<file path="config.mk">
export PLATFORM = sky130hd
export DESIGN_NAME = axi_lite_master
export DESIGN_NICKNAME = d
export VERILOG_FILES = /design/src/rtl/axi_lite_master.sv
export SDC_FILE = /design/constraint.sdc
export NUM_CORES = 1
export LEC_CHECK = 0
export ABC_AREA = 1
export CAP_MARGIN = 20
export CELL_PAD_IN_SITES_DETAIL_PLACEMENT = 0
export CELL_PAD_IN_SITES_GLOBAL_PLACEMENT = 1
export CORE_ASPECT_RATIO = 0.75
export CORE_MARGIN = 10
export CORE_UTILIZATION = 28
export CTS_CLUSTER_SIZE = 10
export DETAILED_ROUTE_END_ITERATION = 6
export GPL_ROUTABILITY_DRIVEN = 0
export GPL_TIMING_DRIVEN = 0
export PLACE_DENSITY_LB_ADDON = 0.1
export SLEW_MARGIN = 20
export SYNTH_ARGS = -nofsm -noshare
export SYNTH_HDL_FRONTEND = slang
export SYNTH_SLANG_ARGS = --single-unit
</file>
<file path="constraint.sdc">
create_clock -name clk -period 2.6 [get_ports clk]
set_input_delay 0.26 -clock clk [delete_from_list [all_inputs] [get_ports clk]]
set_output_delay 0.26 -clock clk [all_outputs]
set_load 0.005 [all_outputs]
</file>
<file path="src/rtl/axi_lite_master.sv">
`timescale 1ns/1ps
`default_nettype none
// ============================================================================
//  Module      : axi_lite_master
//  Description : Single-outstanding AXI4-Lite initiator. Bridges a simple
//                command/response port onto AXI4-Lite read/write channels,
//                with an optional response timeout against hung slaves.
//  Revision    : 1.0 - initial release
// ============================================================================
module axi_lite_master #(
    parameter int ADDR_WIDTH     = 12,
    parameter int TIMEOUT_CYCLES = 256
) (
    input  logic                  clk,
    input  logic                  reset,
    // command port
    input  logic                  cmd_valid,
    output logic                  cmd_ready,
    input  logic                  cmd_write,
    input  logic [ADDR_WIDTH-1:0] cmd_addr,
    input  logic [31:0]           cmd_wdata,
    input  logic [3:0]            cmd_wstrb,
    // response port
    output logic                  rsp_valid,
    input  logic                  rsp_ready,
    output logic [31:0]           rsp_rdata,
    output logic [1:0]            rsp_resp,
    output logic                  rsp_timeout,
    // AXI4-Lite write address / data / response
    output logic [ADDR_WIDTH-1:0] m_axi_awaddr,
    output logic                  m_axi_awvalid,
    input  logic                  m_axi_awready,
    output logic [31:0]           m_axi_wdata,
    output logic [3:0]            m_axi_wstrb,
    output logic                  m_axi_wvalid,
    input  logic                  m_axi_wready,
    input  logic [1:0]            m_axi_bresp,
    input  logic                  m_axi_bvalid,
    output logic                  m_axi_bready,
    // AXI4-Lite read address / data
    output logic [ADDR_WIDTH-1:0] m_axi_araddr,
    output logic                  m_axi_arvalid,
    input  logic                  m_axi_arready,
    input  logic [31:0]           m_axi_rdata,
    input  logic [1:0]            m_axi_rresp,
    input  logic                  m_axi_rvalid,
    output logic                  m_axi_rready
);

    localparam logic [2:0] c_S_IDLE    = 3'd0;
    localparam logic [2:0] c_S_WR_REQ  = 3'd1;
    localparam logic [2:0] c_S_WR_RESP = 3'd2;
    localparam logic [2:0] c_S_RD_REQ  = 3'd3;
    localparam logic [2:0] c_S_RD_RESP = 3'd4;
    localparam logic [2:0] c_S_RSP     = 3'd5;

    localparam logic [1:0] c_RESP_TIMEOUT = 2'b11;

    // Counter must hold TIMEOUT_CYCLES itself; expiry fires on the cycle the
    // counter would reach it, i.e. after TIMEOUT_CYCLES busy cycles.
    localparam bit                 c_TO_EN    = (TIMEOUT_CYCLES != 0);
    localparam int                 c_CNT_W    = (TIMEOUT_CYCLES < 2) ? 1 : $clog2(TIMEOUT_CYCLES + 1);
    localparam logic [c_CNT_W-1:0] c_CNT_LAST = c_CNT_W'(TIMEOUT_CYCLES - 1);

    logic [2:0]            r_state;
    logic [2:0]            w_next_state;
    logic [c_CNT_W-1:0]    r_cnt;
    logic                  r_aw_done;
    logic                  r_w_done;
    logic [ADDR_WIDTH-1:0] r_addr;
    logic [31:0]           r_wdata;
    logic [3:0]            r_wstrb;
    logic [31:0]           r_rsp_rdata;
    logic [1:0]            r_rsp_resp;
    logic                  r_rsp_timeout;

    logic w_accept;
    logic w_busy;
    logic w_expire;
    logic w_aw_hs;
    logic w_w_hs;
    logic w_ar_hs;
    logic w_b_hs;
    logic w_r_hs;
    logic w_aw_fin;
    logic w_w_fin;
    logic w_take_timeout;

    assign w_accept = cmd_valid && (r_state == c_S_IDLE);
    assign w_busy   = (r_state == c_S_WR_REQ) || (r_state == c_S_WR_RESP) ||
                      (r_state == c_S_RD_REQ) || (r_state == c_S_RD_RESP);
    assign w_expire = c_TO_EN && w_busy && (r_cnt >= c_CNT_LAST);

    assign w_aw_hs  = m_axi_awvalid && m_axi_awready;
    assign w_w_hs   = m_axi_wvalid  && m_axi_wready;
    assign w_ar_hs  = m_axi_arvalid && m_axi_arready;
    assign w_b_hs   = m_axi_bready  && m_axi_bvalid;
    assign w_r_hs   = m_axi_rready  && m_axi_rvalid;

    assign w_aw_fin = r_aw_done || w_aw_hs;
    assign w_w_fin  = r_w_done  || w_w_hs;

    // A handshake landing in the expiry cycle takes priority over the timeout.
    assign w_take_timeout = w_expire && (w_next_state == c_S_RSP) && !w_b_hs && !w_r_hs;

    // State register.
    always_ff @(posedge clk) begin
        if (reset) begin
            r_state <= c_S_IDLE;
        end else begin
            r_state <= w_next_state;
        end
    end

    // Next-state decode; handshakes are checked before expiry.
    always_comb begin
        w_next_state = r_state;
        case (r_state)
            c_S_IDLE: begin
                if (cmd_valid) begin
                    w_next_state = cmd_write ? c_S_WR_REQ : c_S_RD_REQ;
                end
            end
            c_S_WR_REQ: begin
                if (w_aw_fin && w_w_fin) begin
                    w_next_state = c_S_WR_RESP;
                end else if (w_expire) begin
                    w_next_state = c_S_RSP;
                end
            end
            c_S_WR_RESP: begin
                if (w_b_hs || w_expire) begin
                    w_next_state = c_S_RSP;
                end
            end
            c_S_RD_REQ: begin
                if (w_ar_hs) begin
                    w_next_state = c_S_RD_RESP;
                end else if (w_expire) begin
                    w_next_state = c_S_RSP;
                end
            end
            c_S_RD_RESP: begin
                if (w_r_hs || w_expire) begin
                    w_next_state = c_S_RSP;
                end
            end
            c_S_RSP: begin
                if (rsp_ready) begin
                    w_next_state = c_S_IDLE;
                end
            end
            default: w_next_state = c_S_IDLE;
        endcase
    end

    // Handshake outputs decoded from state; AW/W valids drop individually once done.
    always_comb begin
        cmd_ready     = (r_state == c_S_IDLE);
        m_axi_awvalid = (r_state == c_S_WR_REQ) && !r_aw_done;
        m_axi_wvalid  = (r_state == c_S_WR_REQ) && !r_w_done;
        m_axi_bready  = (r_state == c_S_WR_RESP);
        m_axi_arvalid = (r_state == c_S_RD_REQ);
        m_axi_rready  = (r_state == c_S_RD_RESP);
        rsp_valid     = (r_state == c_S_RSP);
    end

    // Timeout counter and per-channel write completion flags.
    always_ff @(posedge clk) begin
        if (reset) begin
            r_cnt     <= '0;
            r_aw_done <= 1'b0;
            r_w_done  <= 1'b0;
        end else if (w_accept) begin
            r_cnt     <= '0;
            r_aw_done <= 1'b0;
            r_w_done  <= 1'b0;
        end else begin
            if (c_TO_EN && w_busy) begin
                r_cnt <= r_cnt + c_CNT_W'(1);
            end
            if (w_aw_hs) begin
                r_aw_done <= 1'b1;
            end
            if (w_w_hs) begin
                r_w_done <= 1'b1;
            end
        end
    end

    // Request payload capture and response formation.
    always_ff @(posedge clk) begin
        if (reset) begin
            r_addr        <= '0;
            r_wdata       <= '0;
            r_wstrb       <= '0;
            r_rsp_rdata   <= '0;
            r_rsp_resp    <= '0;
            r_rsp_timeout <= 1'b0;
        end else if (w_accept) begin
            r_addr        <= cmd_addr;
            r_wdata       <= cmd_wdata;
            r_wstrb       <= cmd_wstrb;
            r_rsp_timeout <= 1'b0;
        end else if ((r_state == c_S_WR_RESP) && w_b_hs) begin
            r_rsp_rdata   <= '0;
            r_rsp_resp    <= m_axi_bresp;
            r_rsp_timeout <= 1'b0;
        end else if ((r_state == c_S_RD_RESP) && w_r_hs) begin
            r_rsp_rdata   <= m_axi_rdata;
            r_rsp_resp    <= m_axi_rresp;
            r_rsp_timeout <= 1'b0;
        end else if (w_take_timeout) begin
            r_rsp_rdata   <= '0;
            r_rsp_resp    <= c_RESP_TIMEOUT;
            r_rsp_timeout <= 1'b1;
        end
    end

    assign m_axi_awaddr = r_addr;
    assign m_axi_araddr = r_addr;
    assign m_axi_wdata  = r_wdata;
    assign m_axi_wstrb  = r_wstrb;
    assign rsp_rdata    = r_rsp_rdata;
    assign rsp_resp     = r_rsp_resp;
    assign rsp_timeout  = r_rsp_timeout;

endmodule
`default_nettype wire

</file>
### Yosys cells after proc, flatten, opt, wreduce, memory -nomap -nowiden

Index checks and enable logic that the tools add are counted.

* register bits after elaboration: 97
* bits in latches: 0
* memory bits (writable): 0
* bits in read-only memories: 0
* input bits: 94
* output and inout bits: 102
* memories: 0

* $add $sub $neg: 1
* multipliers: 0
* divide/modulo/power cells: 0
* $lt $le $gt $ge: 1
* equal/unequal tests: 6
* shift operators: 0
* muxes and demuxes: 15
* bitwise logic cells: 1
* reduce and logical (&&, ||, !) cells: 31

Operators with widths (count)
* 32-bit two-way mux: 3
* 3-bit two-way mux: 7
* 3-bit case mux with 6 select lines: 1
* 1-bit logical AND: 15
* 9-bit by 1-bit adder with 9-bit output, second input constant: 1
* 3-bit == test, second input constant: 3
* 9-bit by 8-bit >= comparator with 1-bit output, second input constant: 1
* 2-bit two-way mux: 4
* 1-bit logical OR: 7
* 3-bit by 2-bit == test with 1-bit output, second input constant: 2
* 1-bit logical NOT: 4
* 4-bit OR reduction: 1
* 3-bit by 1-bit == test with 1-bit output, second input constant: 1
* 3-bit logical NOT: 1
* 3-bit nonzero test: 1
* 2-bit AND reduction: 1
* 2-bit OR reduction: 1
* 1-bit NOT: 1

### Depth between registers and ports, before layout

Gate-level depths: netlist (run 1).

* word-level depth: 15
* mapped depth: 17

### Worst setup path before layout (run 1)

No wires, ideal clock.

* path type: reg2reg
* from: reg r_cnt[0]
* to: reg r_rsp_rdata[10] (netlist: rsp_rdata[10])
* data arrival time: 2.067 ns
* data required time: 2.485 ns
* path slack: 0.418 ns
* cell stages (with the launch flop): 18
* buffers on the path: 2
* cell sequence: dfxtp_1 > ha_1 > inv_1 > nor4_1 > nand2_1 > nor2_1 > ha_1 > nor2_1 > nand2_1 > nand2_1 > nand2_1 > nand2_1 > nand2_1 > nand3_2 > buf_6 > buf_6 > a21oi_1 > nor2_1

* word-level cells in the longest chain between the ends: 11

Ends and longest elaborated chain
* start: declaration: RTL line 67 `logic [c_CNT_W-1:0] r_cnt;`
* start signal: assignment: RTL line 180 `r_cnt <= r_cnt + c_CNT_W'(1);`
* 9-bit by 8-bit >= comparator with 1-bit output (*): RTL line 92 `assign w_expire = c_TO_EN && w_busy && (r_cnt >= c_CNT_LAST);`
* 1-bit logical AND (*): RTL line 92
* 3-bit two-way mux, or another cell as far along: RTL line 127, 139
* 3-bit two-way mux (on tied branches)
* 3-bit case mux with 6 select lines: RTL line 118 `case (r_state)`
* 3-bit == test: RTL line 104 `assign w_take_timeout = w_expire && (w_next_state == c_S_RSP) && !w_b_hs && !w_r_hs;`
* 1-bit logical AND (*) (3 in a row): RTL line 104
* 3-bit nonzero test (no line) (*)
* 2-bit AND reduction (no line) (*)
* end signal: assignment: RTL line 210 `r_rsp_rdata <= m_axi_rdata;`
* end: declaration: RTL line 73 `logic [31:0] r_rsp_rdata;`

Every way passes the cells marked *; elsewhere a longest branch is shown, timed or not.
A chain may end at the register's enable or synchronous reset.

### Worst setup path in the final report (run 1)

* from: reg r_state[1]
* to: out cmd_ready

* word-level cells in the longest chain between the ends: 1

Ends and longest elaborated chain
* start: declaration: RTL line 65 `logic [2:0] r_state;`
* start signal: assignment: RTL line 109 `r_state <= c_S_IDLE;`
* start signal: assignment: RTL line 111 `r_state <= w_next_state;`
* 3-bit logical NOT: RTL line 159 `cmd_ready = (r_state == c_S_IDLE);`
* end: declaration: RTL line 18 `output logic cmd_ready,`

No other way between the ends.

==> results of run 1 <==
-- state kept, by name (all words and copies together), names as in the netlist --
signal and flops:
m_axi_wdata 32, r_aw_done 1, m_axi_araddr 12, r_cnt 9, r_state 3, rsp_timeout 1
r_w_done 1, m_axi_wstrb 4, rsp_rdata 32, rsp_resp 2
-- final cells by class --
| class | instances | share of cell area [%] |
|---|---|---|
| Tap cell | 205 | 3.66 |
| Clock buffer | 10 | 3.41 |
| Clock inverter | 6 | 0.946 |
| Inverter | 93 | 4.98 |
| Sequential cell | 97 | 27.7 |
| Buffer | 55 | 4.20 |
| Timing Repair Buffer | 196 | 27.9 |
| Multi-Input combinational cell | 413 | 27.2 |
-- power by group --
| part | internal (mW) | switching (mW) |
|---|---|---|
| Sequential | 1.89 | 0.259 |
| Clock | 0.776 | 0.606 |
| Combinational | 1.48 | 1.54 |
| Total | 4.15 | 2.41 |
-- worst max-delay path: cells and delay by family, from the launching register on --
family	cells	cell delay, ps
DFF	1	340
and+or+nand+nor	2	400
buffers and inverters	3	1000
-- cells in the mapped netlist (2+ instances only) --
library cell,n
a21oi_1,92
buf_1,3
buf_2,6
buf_4,12
buf_6,4
clkbuf_1,30
dfxtp_1,97
ha_1,2
inv_1,87
inv_2,5
nand2_1,119
nand2_2,2
nand3_1,85
nand3b_1,2
nand4_1,3
nor2_1,86
nor3_1,5
o21ai_0,7
or2_2,2
-- worst min-delay path by stage --
stage	startpoint	to	slack, ps	depth (start not counted)
floorplan	cmd_wdata[0]	m_axi_wdata[0]$_SDFFE_PP0P_	430	2
global placement	rsp_timeout$_SDFFE_PP0P_	rsp_timeout$_SDFFE_PP0P_	440	2
detailed placement	rsp_timeout$_SDFFE_PP0P_	rsp_timeout$_SDFFE_PP0P_	440	2
CTS	rsp_timeout$_SDFFE_PP0P_	rsp_timeout$_SDFFE_PP0P_	460	2
global route	r_cnt[0]$_SDFFE_PP0P_	r_cnt[0]$_SDFFE_PP0P_	470	1
finish	r_cnt[0]$_SDFFE_PP0P_	r_cnt[0]$_SDFFE_PP0P_	450	1
-- metal layers --
layer	up-vias	part of all wire [%]	global-route usage [%]
li1	2477	-	-
met1	2172	43	17.7
met2	147	43	23.0
met3	13	13	9.18
met4	2	0.90	3.55
met5	-	0.066	0
-- repair_timing --
item                                    4_1_cts  5_1_grt
cloned                                        0        0
hold endpoints to repair                      0        0
gates resized for setup                       2       12
setup buffers                                 0        3
pin swaps                                     0        4
endpoints found under the setup margin       11       36
-- metrics by stage --
stage                     worst slack [ps]  util [%]  instances
after CTS                             39.3      45.1       1072
after detailed placement             0.194      43.0       1056
after floorplan                        418         -        658
after global placement                33.8      43.0       1056
final                                  249      45.4       1075
after global routing                  10.0      45.4       1075
-- cells by family (layout without fill, tap and decap cells) --
family          after synthesis  count (layout)  synth area share (%)
simple gates                308             308                  29.6
buf+inv                     148             360                  14.3
flops                        97              97                  43.7
compound gates              103             103                  11.8
fa+ha+maj                     2               2                 0.563
==> impl_metrics.ini, run 1 <==
[status]
run_status = completed

[route]
drt_iter0_drc = 288
wirelength_um = 16600
drtPass1Iterations = 5
routed_length_per_instance_um = 15.4
remaining_drc_errors = 0
dr_total_vias = 4811
detail-route-antenna-nets = 0
via_per_inst = 4.48

[synth]
synthesis.area_um2 = 4450
synth-edff-count = 0
synthCells = 658
flop_and_latch_count_out_of_synthesis = 97
seq_area_frac_synth_pct = 43.7
primary_flip_flop_cell_chosen_by_synthesis_mapping = dfxtp_1
synth-async-reset-ratio_pct = 0
post_synth_num_cell_types = 28
syn_nets = 754
synthDominantCellAreaShare_pct = 43.7
synth.area.top_cells = dfxtp_1, a21oi_1, nand2_1, nand3_1, inv_1
yosysWarnings = 0
synth.largest_area_cell = dfxtp_1
synth_area_per_cell_um2 = 6.76

[layout]
layout-drive-gt1-share_pct = 7.36
mostFrequentLayoutCells = clkdlybuf4s50_1, nand2_1, dfxtp_1, a21oi_1, inv_1
regArea_um2 = 1940
final.fill_count = 1586
post_layout_nets = 961
final_cell_area_um2 = 7010
layout.cells.most_common = clkdlybuf4s50_1
num_antenna_cells = 0
multi_input_area_um2 = 1900
area.growth.synth_to_final_pct = 57.6

[timing]
final.setup.tns_ps = 0
worst_max_slew_pin_slew_ps = 567
drv_slew = 0
clock-skew-final_ps = 5.33
rsz0062_at_grt = false
count_of_final_setup_violators = 0
min_period_over_period_pct = 90.4
period_minus_slack_ps = 2350
timing.fmax_mhz = 425
hold_viol_final = 0
hold_ws_ps = 448
max-slew-margin-rel_pct = 62.2

[setup_path]
crit_fanout = 10
critical_path.endpoint = cmd_ready
reg2reg_depth = 17
ff2ff_setup_slack_ps = 290
timing.critical_path.to_type = primary output
start_kind = flop
crit_chain = inv_2 -> nand2_2 -> nor2_2 -> clkbuf_2 -> clkdlybuf4s50_1
worstSetupPathType = reg2out
crit_path_top_delay_cell = clkdlybuf4s50_1
regToRegStartpoint = r_cnt[0]$_SDFFE_PP0P_
critical_path.reg2reg.endpoint = rsp_rdata[22]$_SDFFE_PP0P_
worst_path_largest_cell_delay_ps = 560
worstPathRequired_ps = 2340
arrival_ps = 2090
cp-startpoint = r_state[1]$_SDFF_PP0_

[floorplanning]
die_area_um2 = 21400
die_y_um = 129
io-pin-count = 196
floorplan.core_area_um2 = 15400
dieWidth_um = 166
placementRows = 39
initial_core_util_pct = 28.8

[clock_tree]
inserted_clock_buffers = 9
cts_num_sinks = 97
cts_hold_repair.buffers = 0
clock-root-buffer = clkbuf_16
cts_tree = built
max-clock-path-buffers = 2
insertion_delay_ps = 350
h-tree-depth = 3
cts.clk_slew.worst_paths_ps = 70

[grt]
track_usage_pct = 15.1
antenna_violations_before_repair = 1
grt_remaining_overflow = 0
grt_start_max_net_pins = 17
first_pass_grt_wire_length_um = 25700
first_global_vias = 4900

[place]
place_area_um2 = 6640
i_o_buffers = 193
hpwl_um = 12700

[flow_run]
cap_viol_max_count = 0

[hold_path]
hold_path.class = reg2reg

[pwr]
vdd_ir_drop_max_uv = 404
cellLeakagePower_nw = 3.01
pwr_density_cell_nw_per_um2 = 936
power.total_mw = 6.56
No activity file was read; power rests on OpenSTA's default activity.
==> inputs of run 2 (changes only) <==
Settings changed: REMOVE_ABC_BUFFERS from default to 1.
==> impl_metrics.ini, run 2 (synthesized netlist as in run 1, its figures left out) <==
[clock_tree]
cts.clk_slew.worst_paths_ps = 70
insertion_delay_ps = 350
clock-root-buffer = clkbuf_16
inserted_clock_buffers = 9
cts_num_sinks = 97
cts_tree = built
cts_hold_repair.buffers = 0
h-tree-depth = 3
max-clock-path-buffers = 2

[hold_path]
hold_path.class = in2reg

[pwr]
cellLeakagePower_nw = 3.04
vdd_ir_drop_max_uv = 362
pwr_density_cell_nw_per_um2 = 976

[route]
dr_total_vias = 4718
routed_length_per_instance_um = 15.8
wirelength_um = 16600
via_per_inst = 4.51
drtPass1Iterations = 6
remaining_drc_errors = 0
drt_iter0_drc = 270
detail-route-antenna-nets = 0

[setup_path]
worstPathRequired_ps = 2840
crit_path_top_delay_cell = dfxtp_1
crit_fanout = 34
crit_chain = inv_4 -> nand2_2 -> nor2_4 -> nand2_8 -> nand2_4 -> bufinv_16 -> o21ai_1 -> nor2_4 -> buf_12 -> nand3_4 -> buf_12 -> nand3_1 -> nand2_1 -> nor2_1
worst_path_largest_cell_delay_ps = 360
worstSetupPathType = reg2reg
crit_buf_inv = 4
arrival_ps = 2640
timing.critical_path.to_type = flop
worst_path_dominant_cell_family = simple AND/OR/NAND/NOR gates
start_kind = flop

[layout]
finalNonFillerCells = 1046
post_layout_nets = 932
num_antenna_cells = 0
area.growth.synth_to_final_pct = 61.0
final.fill_count = 1570
mostFrequentLayoutCells = clkdlybuf4s50_1, nand2_1, dfxtp_1, a21oi_1, inv_1
finish.utilization_pct = 46.4
layout.cells.most_common = clkdlybuf4s50_1
layout-drive-gt1-share_pct = 8.68

[grt]
first_global_vias = 4488
grt_start_max_net_pins = 69
track_usage_pct = 14.2
first_pass_grt_wire_length_um = 24200
antenna_violations_before_repair = 0
grt_remaining_overflow = 0

[place]
hpwl_um = 10700
dp.cells = 1009
i_o_buffers = 195

[timing]
timing.fmax_mhz = 417
max-slew-margin-rel_pct = 60.7
worst_max_slew_pin_slew_ps = 589
clock-skew-final_ps = 7.77
drv_slew = 0
period_minus_slack_ps = 2400
min_period_over_period_pct = 92.3
count_of_final_setup_violators = 0
hold_viol_final = 0
rsz0062_at_grt = false

[flow_run]
cap_viol_max_count = 0

[floorplanning]
initial_core_util_pct = 28.8
placementRows = 39
die_y_um = 129
floorplan.core_area_um2 = 15400
die_area_um2 = 21400
dieWidth_um = 166
io-pin-count = 196

[status]
run_status = completed
run 2: where the power goes:
part           internal, mW  switching, mW  leakage (nW)  total (mW)
clock                 0.799          0.584         0.149        1.38
sequential             1.89          0.239         0.794        2.13
combinational          1.70           1.78          2.10        3.48
run 2: layer usage:
metal	GRT usage [%]	up-vias	part of all wire (%)
li1	-	2434	-
met1	16.5	2148	42
met2	23.8	122	48
met5	0	-	0
met3	5.38	14	8.2
met4	4.59	0	1.6
run 2: final timing paths:
path	end	cells after the start	slack [ps]	from
worst max-delay path	rsp_rdata[30]$_SDFFE_PP0P_	14	200	r_state[1]$_SDFF_PP0_
worst min-delay path	m_axi_wdata[16]$_SDFFE_PP0P_	3	350	cmd_valid
worst max register to register	rsp_rdata[30]$_SDFFE_PP0P_	14	200	r_state[1]$_SDFF_PP0_
worst min register to register	r_cnt[0]$_SDFFE_PP0P_	1	430	r_cnt[0]$_SDFFE_PP0P_
run 2: through the flow:
stage | worst slack (ps) | instance area (um^2) | setup TNS (ps) | hold slack [ps] | power (mW)
2_1_floorplan | -863 | 4160 | -30050 | 329 | 3.54
3_3_place_gp | -4080 | 6370 | -296690 | 438 | 4.73
3_5_place_dp | -1360 | 6490 | -45970 | 443 | 5.17
4_1_cts | 13.9 | 7010 | 0 | 340 | 6.89
5_1_grt | 5.82 | 7160 | 0 | 351 | 7.54
6_report | 201 | 7160 | 0 | 354 | 6.99
run 2: worst register-to-register path: stages (launching register included):
cell	delay, ps
dfxtp_1	360
inv_4	130
nand2_2	140
nor2_4	260
nand2_8	160
nand2_4	180
bufinv_16	240
o21ai_1	170
nor2_4	70
buf_12	150
nand3_4	80
buf_12	150
nand3_1	100
nand2_1	70
nor2_1	50
run 2: what timing repair did:
action	CTS	global route
setup endpoints to repair	35	36
pin swaps	5	10
cloned	4	3
setup buffers	6	8
gates resized for setup	19	16
run 2: layout make-up:
cell class	instances	area, um^2	area share (%)
multi-input combinational	419	2060	28.7
tap	205	256	3.58
timing repair inverter	1	8.76	0.122
clock inverter	4	51.3	0.716
timing repair buffer	215	2200	30.8
sequential	97	1950	27.2
clock buffer	12	256	3.58
inverter	93	379	5.29
